`src/rtl/bp_update_scheduler.sv`:
```
// Branch-predictor update scheduler: two resolved-branch lanes feed a small FIFO,
// and the FIFO drains into a single-port predictor update stream. BP_SCHED_STATS_EN adds the statistics counters.
module bp_update_scheduler #(
   parameter int DEPTH = 4,
   parameter int PC_W  = 32
) (
   input  logic            clk,
   input  logic            rst,
   input  logic            res0_valid,
   input  logic [PC_W-1:0] res0_pc,
   input  logic            res0_taken,
   input  logic            res0_pred,
   input  logic            res1_valid,
   input  logic [PC_W-1:0] res1_pc,
   input  logic            res1_taken,
   input  logic            res1_pred,
   input  logic            upd_hold,
   output logic            res_ready,
   output logic            upd_en,
   output logic [PC_W-1:0] upd_pc,
   output logic            upd_taken,
   output logic            mispredict,
`ifdef BP_SCHED_STATS_EN
   output logic [31:0]     stat_branches,
   output logic [31:0]     stat_mispred,
`endif
   output logic            overflow
);

   localparam int AW = $clog2(DEPTH);
   localparam int CW = AW + 1;

   typedef enum logic [1:0] {S_IDLE, S_ISSUE, S_HOLD} state_t;

   state_t          r_state;
   state_t          w_state_next;
   logic [AW-1:0]   r_wr;
   logic [AW-1:0]   r_rd;
   logic [AW-1:0]   w_wr1_addr;
   logic [CW-1:0]   r_count;
   logic [CW-1:0]   w_count_next;
   logic [CW-1:0]   w_free;
   logic [PC_W:0]   r_mem [DEPTH];

   logic            r_upd_en;
   logic [PC_W-1:0] r_upd_pc;
   logic            r_upd_taken;
   logic            r_mispredict;
   logic            r_overflow;

   logic            w_pop;
   logic            w_mis0;
   logic            w_mis1;
   logic            w_acc1;
   logic            w_push0;
   logic            w_push1;
   logic            w_drop;
   logic            w_mis_next;

   // A mispredicted older branch makes the younger lane wrong-path: discarded, not dropped.
   assign w_mis0 = res0_taken ^ res0_pred;
   assign w_mis1 = res1_taken ^ res1_pred;
   assign w_acc1 = res1_valid && !(res0_valid && w_mis0);

   // Slots freed by this cycle's pop are usable by this cycle's pushes.
   assign w_free  = CW'(DEPTH) - r_count + CW'(w_pop);
   assign w_push0 = res0_valid && (w_free != '0);
   assign w_push1 = w_acc1 && (w_push0 ? (w_free >= CW'(2)) : (w_free != '0));
   assign w_drop  = (res0_valid && !w_push0) || (w_acc1 && !w_push1);
   assign w_mis_next = (w_push0 && w_mis0) || (w_push1 && w_mis1);

   assign w_count_next = r_count + CW'(w_push0) + CW'(w_push1) - CW'(w_pop);
   assign w_wr1_addr   = w_push0 ? (r_wr + AW'(1)) : r_wr;

   assign res_ready  = (r_count <= CW'(DEPTH - 2));
   assign upd_en     = r_upd_en;
   assign upd_pc     = r_upd_pc;
   assign upd_taken  = r_upd_taken;
   assign mispredict = r_mispredict;
   assign overflow   = r_overflow;

   // FSM state register
   always_ff @(posedge clk or negedge rst) begin
      if (!rst) begin
         r_state <= S_IDLE;
      end else begin
         r_state <= w_state_next;
      end
   end

   // FSM next state, from the post-update occupancy and the current hold request
   always_comb begin
      w_state_next = S_IDLE;
      if (w_count_next != '0) begin
         w_state_next = upd_hold ? S_HOLD : S_ISSUE;
      end
   end

   // FSM outputs: the hold input also blocks a pop the same cycle it rises
   always_comb begin
      w_pop = 1'b0;
      if (r_state == S_ISSUE && !upd_hold) begin
         w_pop = 1'b1;
      end
   end

   always_ff @(posedge clk or negedge rst) begin
      if (!rst) begin
         r_wr    <= '0;
         r_rd    <= '0;
         r_count <= '0;
      end else begin
         r_wr    <= r_wr + AW'(w_push0) + AW'(w_push1);
         r_rd    <= r_rd + AW'(w_pop);
         r_count <= w_count_next;
      end
   end

   // Queue storage holds {taken, pc}; contents are don't-care until written.
   always_ff @(posedge clk) begin
      if (w_push0) begin
         r_mem[r_wr] <= {res0_taken, res0_pc};
      end
      if (w_push1) begin
         r_mem[w_wr1_addr] <= {res1_taken, res1_pc};
      end
   end

   always_ff @(posedge clk or negedge rst) begin
      if (!rst) begin
         r_upd_en     <= 1'b0;
         r_upd_pc     <= '0;
         r_upd_taken  <= 1'b0;
         r_mispredict <= 1'b0;
         r_overflow   <= 1'b0;
      end else begin
         r_upd_en     <= w_pop;
         r_mispredict <= w_mis_next;
         if (w_pop) begin
            {r_upd_taken, r_upd_pc} <= r_mem[r_rd];
         end
         if (w_drop) begin
            r_overflow <= 1'b1;
         end
      end
   end

`ifdef BP_SCHED_STATS_EN
   logic [31:0] r_stat_branches;
   logic [31:0] r_stat_mispred;

   always_ff @(posedge clk or negedge rst) begin
      if (!rst) begin
         r_stat_branches <= '0;
         r_stat_mispred  <= '0;
      end else begin
         r_stat_branches <= r_stat_branches + 32'(w_push0) + 32'(w_push1);
         if (w_mis_next) begin
            r_stat_mispred <= r_stat_mispred + 32'd1;
         end
      end
   end

   assign stat_branches = r_stat_branches;
   assign stat_mispred  = r_stat_mispred;
`endif

endmodule

```
`config.mk`:
```
export PLATFORM = sky130hd
export DESIGN_NAME = bp_update_scheduler
export DESIGN_NICKNAME = d
export VERILOG_FILES = /design/src/rtl/bp_update_scheduler.sv
export SDC_FILE = /design/constraint.sdc
export NUM_CORES = 1
export LEC_CHECK = 0
export BUFFER_PORTS_ARGS = -buffer_cell sky130_fd_sc_hd__buf_2
export CELL_PAD_IN_SITES_DETAIL_PLACEMENT = 0
export CELL_PAD_IN_SITES_GLOBAL_PLACEMENT = 1
export CORE_AREA = 3 3 163 126
export DETAILED_ROUTE_END_ITERATION = 8
export DIE_AREA = 0 0 166 129
export GPL_TIMING_DRIVEN = 0
export PLACE_DENSITY_LB_ADDON = 0.1
export SYNTH_ARGS = -nofsm -noshare
export SYNTH_HDL_FRONTEND = slang
export SYNTH_SLANG_ARGS = --single-unit
```
`constraint.sdc`:
```
create_clock -name clk -period 3.5 [get_ports clk]
set_input_delay 0.525 -clock clk [delete_from_list [all_inputs] [get_ports clk]]
set_output_delay 0.525 -clock clk [all_outputs]
set_load 0.05 [all_outputs]
```
# == Word level (Yosys, flattened, before mapping) ==
# Memories as Yosys holds them, arrays and structs flattened. A register that Yosys moved wholly into a read port is not among the register bits.
# Cells that the tools add are included.
# classes
bitwise_logic,2
n_mux,9
n_eq_ne,1
n_addsub,9
n_lt_le_gt_ge,2
n_reduce_logical,18
# ops
cell,n
3-bit by 1-bit adder with 3-bit output,3
1-bit logical AND,9
2-bit by 1-bit adder with 2-bit output,3
1-bit 2-to-1 mux,6
2-bit 2-to-1 mux,3
3-bit nonzero test,2
1-bit zero test,5
3-bit by 2-bit greater-or-equal comparator with 1-bit output (second input constant),1
3-bit by 2-bit <= comparator with 1-bit output (second input constant),1
3-bit by 1-bit subtractor with 3-bit output,1
3-bit subtractor (first input constant),1
2-bit by 1-bit adder with 2-bit output (second input constant),1
2-bit by 1-bit equality test with 1-bit output (second input constant),1
1-bit logical OR,2
1-bit bitwise XOR,2
# totals
inputBits,73
mem_bits_rw,132
wordCells,49
out_inout_bits,37
ff_bits,12
memories,1
# mem_list
name,depth,width,read_ports,rd_clocked_by_memory_dff,wr,line,source
r_mem,4,33,1,1,2,43,logic [PC_W:0] r_mem [DEPTH];

# == Depth between registers and ports, before layout ==
# Gate-level depths: netlist of the first run.
# logic_depth
ltp_word,12
depth_mapped,16

# == Worst setup path after synthesis of the first run ==
# Ideal clock, no wire load.
# synth_timing
kind,input -> register
startpoint,input upd_hold
endpoint,"memory r_mem[2][0] (netlist bit), enable pin"
cell_stages,11
setup_ns,0.389
path_slack_ns,-0.542
t_required_ns,3.111
arrival_time_ns,3.653
path_cell_list,nor3b_1 buf_2 inv_1 ha_1 inv_1 ha_1 xnor2_2 a221o_2 a21oi_4 buf_6 a21o_1
# synth_lines
item,line,source
"start, declared",17,"input logic upd_hold,"
"end, declared",43,

# == Worst setup path in the final report of the first run ==
# layout_timing
startpoint,register r_state[1]
endpoint,register r_state[1]
# layout_between
elab_chain_cells,12
elab_cells_between_ends,14
classes_between,add/sub: 4; order compare: 1; eq/ne: 1; mux: 3; reduce/logical: 5
# layout_rtl
item,line,source
"start, declared",35,state_t r_state;
"start signal, assigned",87,r_state <= w_state_next;
2-bit by 1-bit equality test with 1-bit output (*),102,if (r_state == S_ISSUE && !upd_hold) begin
1-bit logical AND (*),102,
1-bit 2-to-1 mux (*),102,
named net w_pop,51,logic w_pop;
"parallel branches: the longest is 6 deep, another holds 3-bit by 1-bit adder with 3-bit output",--,
3-bit by 1-bit subtractor with 3-bit output (*),72,assign w_count_next = r_count + CW'(w_push0) + CW'(w_push1) - CW'(w_pop);
named net w_count_next[2],41,logic [CW-1:0] w_count_next;
3-bit nonzero test (*),94,if (w_count_next != '0) begin
2-bit 2-to-1 mux (*),94,
named net w_state_next[1],36,state_t w_state_next;
# Mark *: on every way through the listed nets, which the timed path passes.
# A chain may end at the register's enable or synchronous reset.

==> reports/qor.csv, run 1 <==
stage,metric,value,unit
grt,first-pass GRT wire length,29.3,mm
drt,# DRC,0,
critical_path,CP required,3.80,ns
placed_design,DP Area,9390,um^2
floorplan,Initial Util,0.445,
drt,Vias/cell,5.37,
min_path,Hold WC Path Type,input pin to register,
floorplan,row cnt,44,
clocking,CTS Buf Count,17,
drt,drt wl/cell,22.2,um
synth,Yosys cell types,41,
clocking,clock-pin slew on the worst setup and hold paths,0.06,ns
final_layout,n_diodes,0,
synth,Syn Std Cell Area,8500,um^2
synth,Yosys Warn Count,0,
pwr,internal power,6.35,mW
pwr,Gate power share,0.444,
synth,commonest cells in the netlist,"mux2_2 (157), edfxtp_1 (132), dfrtp_1 (45), mux4_2 (33), buf_6 (12)",
synth,top cell type's share of synthesized area,0.466,
final_layout,fin area,10100,um^2
grt,initial antenna violation count,0,
synth,ys async rst share,0.254,
placed_design,Placed Cells,836,
placed_design,DP HPWL,12.1,mm
clocking,CTS sink cnt,177,
clocking,worst skew pair latency,0.43,ns
grt,largest net degree at the start of global routing,46,
clocking,hold bufs inserted after CTS,0,
placed_design,IO buf count,109,
final_layout,FF+latch area,5090,um^2
job,total of max-cap violations,0,
synth,Yosys top cell by area,edfxtp_1,
final_layout,fin nets,695,
floorplan,core area,19100,um^2
final_layout,post-layout util,0.529,
sta,min Tclk post-route,3.33,ns
clocking,H-tree levels,4,
clocking,CTS max path bufs,2,
pwr,P_leak,3.77,nW
synth,syn_nets,559,
final_layout,Synth-to-Final Area Change,19.0,%
floorplan,die height,129,um
grt,GRT Total Usage,0.184,
sta,Worst Tran Pin Value,1.18,ns
pwr,PD cells,998,nW/um^2
grt,global route total overflow,0,
pwr,maximum VDD drop,0.385,mV
sta,Final setup viols,0,
sta,Max-slew headroom,0.211,
critical_path,crit end category,register,
synth,Post-synth EDFFs,132,
final_layout,share of cells above drive strength 1,0.596,
synth,top-count cell post-synth,mux2_2,
pwr,Pwr Total,10.1,mW
min_path,hold path depth,2,
floorplan,I/O pin cnt,110,
drt,drt total wl,19.4,mm
grt,vias in the first global route,5003,
floorplan,die width,166,um
final_layout,Fill cells,1595,
drt,starting DRC count in detailed routing,366,
pwr,switching part of the total,0.371,
synth,top_reg_cell synth,edfxtp_1,
sta,fmax,301,MHz
synth,Cells after Synth,474,
critical_path,R2R cell count,14,
drt,via count,4701,
synth,number of synthesized register bits,177,
final_layout,Non-Filler Instances,876,
sta,Max Slew Vio Count,0,
drt,drt pass-1 iters,4,
pwr,switching power,3.74,mW
critical_path,critical path peak fanout,6,
drt,Detail Route Antenna Nets,0,
critical_path,Startpoint Class,register,
synth,syn avg cell area,17.9,um^2
pwr,clock group share of total power,0.191,
floorplan,die area,21400,um^2
clocking,Clock Tree Root,clkbuf_16,
sta,RSZ-0062 raised after global routing,false,
sta,clock skew,0.0210,ns
sta,final hold vios,0,
placed_design,routability cong.,0.776,
sta,share of the clock period used by the worst path,0.951,
synth,post-synthesis sequential area ratio,0.599,
critical_path,CP Data Arrival Time,3.62,ns
synth,"top cells by area, synth","edfxtp_1 (47%), mux2_2 (21%), dfrtp_1 (13%)",
status,status,completed,
pwr,sequential share of power,0.365,
clocking,CTS tree,built,
final_layout,area taken by multi-input logic gates,3270,um^2
critical_path,crit path kind,register to register,
## cells by family after synthesis
logic type / synth area share
muxes: 0.307
AOI/OAI and AO/OA: 0.0234
DFF: 0.599
xor gates and xnor gates: 0.00810
buffers and inverters: 0.0284
and+or+nand+nor: 0.0137
adders and majority gates: 0.0203
## critical path: stages (launching register included)
cell and delay (ns):
dfrtp_1 0.39, nor3b_4 0.22, buf_8 0.14, inv_1 0.04, ha_1 0.16, inv_1 0.06
ha_2 0.29, o21ba_2 0.26, a221o_2 0.26, clkinv_2 0.15, fa_1 0.43, fa_1 0.42
xnor2_2 0.17, nor3_2 0.16, nor2b_1 0.07
## metrics by stage
stage / setup TNS [ns] / hold WS (ns) / setup WS [ns]
detailed placement: -163.09 / 0.461 / -0.990
CTS: 0 / 0.312 / 0.00132
global placement: -155.57 / 0.462 / -0.954
finish: 0 / 0.335 / 0.172
floorplan: 0 / 0.229 / 0.00241
global route: 0 / 0.338 / 0.0167
## state kept, by name, indices dropped and copies added (netlist names)
name and cells:
upd_taken 1, upd_en 1, r_wr 2, r_state 2, r_rd 2, overflow 1
upd_pc 32, r_count 3, mispredict 1, r_mem 132
## layout by cell type (no fill, tap or decap), drive strengths merged, types with 4 or more instances in the layout
cell	n
a21o	5
a21oi	4
buf	133
clkbuf	31
clkinv	6
dfrtp	45
edfxtp	132
ha	9
inv	12
mux2	165
mux4	33
nand2	6
nor2	4
xor2	4
## power by group through the flow
stage,clock network [mW],logic (mW),registers [mW]
floorplan,0,2.51,4.36
global placement,0,4.26,3.71
detailed placement,0,4.32,3.75
CTS,1.97,4.40,3.70
global route,2.07,4.79,3.77
finish,1.93,4.48,3.68
## timing repair
action / 4_1_cts / 5_1_grt
buffers inserted: 2 / 4
resized for setup: 6 / 6
pin swaps: 2 / 1
cloned: 0 / 2
endpoints found under the hold margin: 0 / 0
setup endpoints to repair: 250 / 134
## layer usage
metal	up-vias	wire length [um]	GRT usage
met5	-	0	0
met2	112	9350	0.302
li1	2148	-	-
met4	0	165	0.0484
met1	2428	8820	0.254
met3	13	1100	0.0399
## layout make-up
| class | instances | share of cell area |
|---|---|---|
| plain buffers | 26 | 0.0203 |
| clock buffers | 23 | 0.0453 |
| clock inverters | 9 | 0.0130 |
| inverters | 12 | 0.00458 |
| multi-input cells | 261 | 0.324 |
| flip-flops and latches | 177 | 0.503 |
| well taps | 253 | 0.0313 |
| repair buffers | 115 | 0.0584 |
## path summary, 6_finish.rpt
path | from | endpoint | slack (ns)
worst max-delay path | r_state[1]$_DFF_PN0_ | r_state[1]$_DFF_PN0_ | 0.17
worst min-delay path | upd_hold | r_state[0]$_DFF_PN0_ | 0.34
worst max register to register | r_state[1]$_DFF_PN0_ | r_state[1]$_DFF_PN0_ | 0.17
worst min register to register | overflow$_DFFE_PN0P_ | overflow$_DFFE_PN0P_ | 0.47
max in group asynchronous | rst | upd_pc[26]$_DFFE_PN0P_ | 2.43
min in group asynchronous | rst | upd_en$_DFF_PN0_ | 0.35
Power figures use the tool's default switching activity.
==> run 2: changes to the inputs <==
- CTS_BUF_LIST: default -> sky130_fd_sc_hd__clkbuf_4 sky130_fd_sc_hd__clkbuf_8
==> reports/qor.csv, run 2 (same netlist as run 1, synthesis figures left out) <==
stage,metric,value,unit,change
status,status,completed,,unchanged
critical_path,CP required,3.59,ns,was 3.80 ns
drt,Vias/cell,5.43,,was 5.37
critical_path,crit path kind,register to register,,unchanged
drt,drt total wl,19.5,mm,was 19.4 mm
clocking,CTS max path bufs,2,,unchanged
final_layout,Synth-to-Final Area Change,16.8,%,was 19.0%
grt,GRT Total Usage,0.185,,was 0.184
final_layout,most frequent cells in the layout,"mux2_2 (157), edfxtp_1 (132), buf_2 (114)",,unchanged
critical_path,r2r setup slk,0.17,ns,about the same
drt,starting DRC count in detailed routing,358,,was 366
final_layout,"most common cell after layout, fill and taps aside",mux2_2,,unchanged
pwr,PD cells,972,nW/um^2,was 998 nW/um^2
clocking,clock-pin slew on the worst setup and hold paths,0.09,ns,was 0.06 ns
pwr,P_leak,3.69,nW,was 3.77 nW
sta,final hold vios,0,,unchanged
clocking,CTS sink cnt,177,,unchanged
grt,vias in the first global route,5058,,was 5003
floorplan,die width,166,um,unchanged
critical_path,r2r startpoint,r_state[1]$_DFF_PN0_,,unchanged
final_layout,n_diodes,0,,unchanged
sta,min Tclk post-route,3.33,ns,about the same
drt,wire length on met3,890,um,was 1.10 mm
sta,fmax,300,MHz,was 301 MHz
clocking,hold bufs inserted after CTS,0,,unchanged
drt,highest routed layer,met4,,unchanged
grt,initial antenna violation count,0,,unchanged
grt,global route total overflow,0,,unchanged
clocking,Clock Tree Root,clkbuf_8,,was clkbuf_16
sta,Final setup viols,0,,unchanged
pwr,maximum VDD drop,0.382,mV,was 0.385 mV
drt,via count,4746,,was 4701
final_layout,fin nets,693,,was 695
clocking,worst skew pair latency,0.46,ns,was 0.43 ns
drt,DRT met1 WL,9.11,mm,was 8.82 mm
critical_path,R2R cell count,11,,was 14
placed_design,IO buf count,109,,unchanged
critical_path,R2R Path End,r_mem[0][26]$_DFFE_PP_,,was r_state[1]$_DFF_PN0_
sta,Max Slew Vio Count,0,,unchanged
drt,# DRC,0,,unchanged
final_layout,share of cells above drive strength 1,0.604,,was 0.596
drt,DR WL met2,9.29,mm,was 9.35 mm
min_path,Hold WC Path Type,input pin to async pin,,was input pin to register
sta,share of the clock period used by the worst path,0.952,,was 0.951
critical_path,CP max stage delay,0.50,ns,was 0.43 ns
floorplan,die height,129,um,unchanged
grt,first-pass GRT wire length,29.5,mm,was 29.3 mm
critical_path,worst path bufs/invs,4,,unchanged
floorplan,die area,21400,um^2,unchanged
critical_path,CP top delay family,compound AO/OA/AOI/OAI gates,,was adder cells
clocking,CTS Buf Count,17,,unchanged
floorplan,Initial Util,0.445,,unchanged
floorplan,I/O pin cnt,110,,unchanged
placed_design,routability cong.,0.776,,unchanged
sta,Worst Tran Pin Value,1.18,ns,about the same
sta,RSZ-0062 raised after global routing,false,,unchanged
sta,clock skew,0.0190,ns,was 0.0210 ns
final_layout,fin area,9930,um^2,was 10100 um^2
floorplan,core area,19100,um^2,unchanged
critical_path,critical path peak fanout,33,,was 6
clocking,H-tree levels,4,,unchanged
grt,largest net degree at the start of global routing,46,,unchanged
critical_path,CP Data Arrival Time,3.42,ns,was 3.62 ns
critical_path,crit end category,register,,unchanged
drt,drt wl/cell,22.3,um,was 22.2 um
drt,drt pass-1 iters,4,,unchanged
placed_design,Placed Cells,836,,unchanged
clocking,CTS tree,built,,unchanged
sta,Max-slew headroom,0.211,,about the same
final_layout,Largest Register,r_mem,,unchanged
critical_path,CP Cell Sequence,nor3b_4 -> buf_8 -> inv_1 -> ha_1 -> inv_1 -> ha_2 -> xnor2_4 -> a221o_2 -> a21oi_4 -> buf_6 -> a21o_4,,was nor3b_4 -> buf_8 -> inv_1 -> ha_1 -> inv_1 -> ha_2 -> o21ba_2 -> a221o_2 -> clkinv_2 -> fa_1 -> fa_1 -> xnor2_2 -> nor3_2 -> nor2b_1
job,total of max-cap violations,0,,unchanged
drt,Detail Route Antenna Nets,0,,unchanged
critical_path,Critical Path Slowest Stage Cell,a221o_2,,was fa_1
critical_path,Startpoint Class,register,,unchanged
placed_design,DP Area,9390,um^2,unchanged
floorplan,row cnt,44,,unchanged
final_layout,number of flip-flops under the largest register name,132,,unchanged
placed_design,DP HPWL,12.1,mm,unchanged
final_layout,Non-Filler Instances,874,,was 876
critical_path,Most Frequent Cell on Critical Path,inv_1,,
[run 2: cell count changes in the layout (fill, tap and decap cells not counted), sizes merged]
cell | before | now
buf | 133 | 131
clkinv | 6 | 5
inv | 12 | 13
[run 2: repair_timing]
action | 4_1_cts | 5_1_grt
setup endpoints to repair | 250 | 134
gates cloned | 0 | 2
buffers inserted | 2 | 2
pin swaps | 3 | 1
gates resized for setup | 6 | 8
[run 2: layout make-up]
class,count,area (um^2)
fillers,1616,9180
flip-flops and latches,177,5090
multi-input cells,261,3280
repair buffers,113,576
well taps,253,317
clock buffers,23,285
plain buffers,26,205
clock inverters,9,131
inverters,12,47.5
[run 2: worst max-delay path by stage]
stage | startpoint | slack [ns] | to | depth (start not counted)
3_5_place_dp | upd_hold | -0.99 | r_mem[1][15]$_DFFE_PP_ | 12
5_1_grt | r_state[1]$_DFF_PN0_ | 0.03 | r_mem[0][25]$_DFFE_PP_ | 11
2_1_floorplan | upd_hold | 0.002 | r_state[1]$_DFF_PN0_ | 16
4_1_cts | r_state[1]$_DFF_PN0_ | 0.02 | r_mem[2][29]$_DFFE_PP_ | 11
6_report | r_state[1]$_DFF_PN0_ | 0.17 | r_mem[0][26]$_DFFE_PP_ | 11
3_3_place_gp | upd_hold | -0.95 | r_mem[1][15]$_DFFE_PP_ | 12
[run 2: worst register-to-register path: cells and delay by family, from the launching register on]
kind            cells  cell delay [ns]
flops               1             0.39
xor+xnor            1             0.14
fa+ha+maj           2             0.39
buf+inv             4             0.48
simple gates        1             0.22
compound gates      3             1.34
[run 2: routing by layer]
layer / vias to the layer above / track usage
met1: 2474 / 0.256
met5: - / 0
met2: 111 / 0.302
li1: 2146 / -
met4: 0 / 0.0528
met3: 15 / 0.0372
[run 2: metrics by stage]
step | TNS [ns] | setup WS, ns | total power [mW] | util | hold slack (ns)
2_1_floorplan | 0 | 0.00241 | 6.87 | - | 0.229
3_3_place_gp | -155.57 | -0.954 | 7.98 | 0.491 | 0.462
3_5_place_dp | -163.09 | -0.990 | 8.07 | 0.491 | 0.461
4_1_cts | 0 | 0.0196 | 9.63 | 0.516 | 0.275
5_1_grt | 0 | 0.0253 | 10.2 | 0.520 | 0.289
6_report | 0 | 0.167 | 9.65 | 0.520 | 0.298
[run 2: report_power, final]
part	leakage, nW	switching [mW]	internal [mW]
combinational	1.71	2.68	1.80
sequential	1.75	0.288	3.39
clock	0.219	0.723	0.766
total	3.69	3.69	5.96
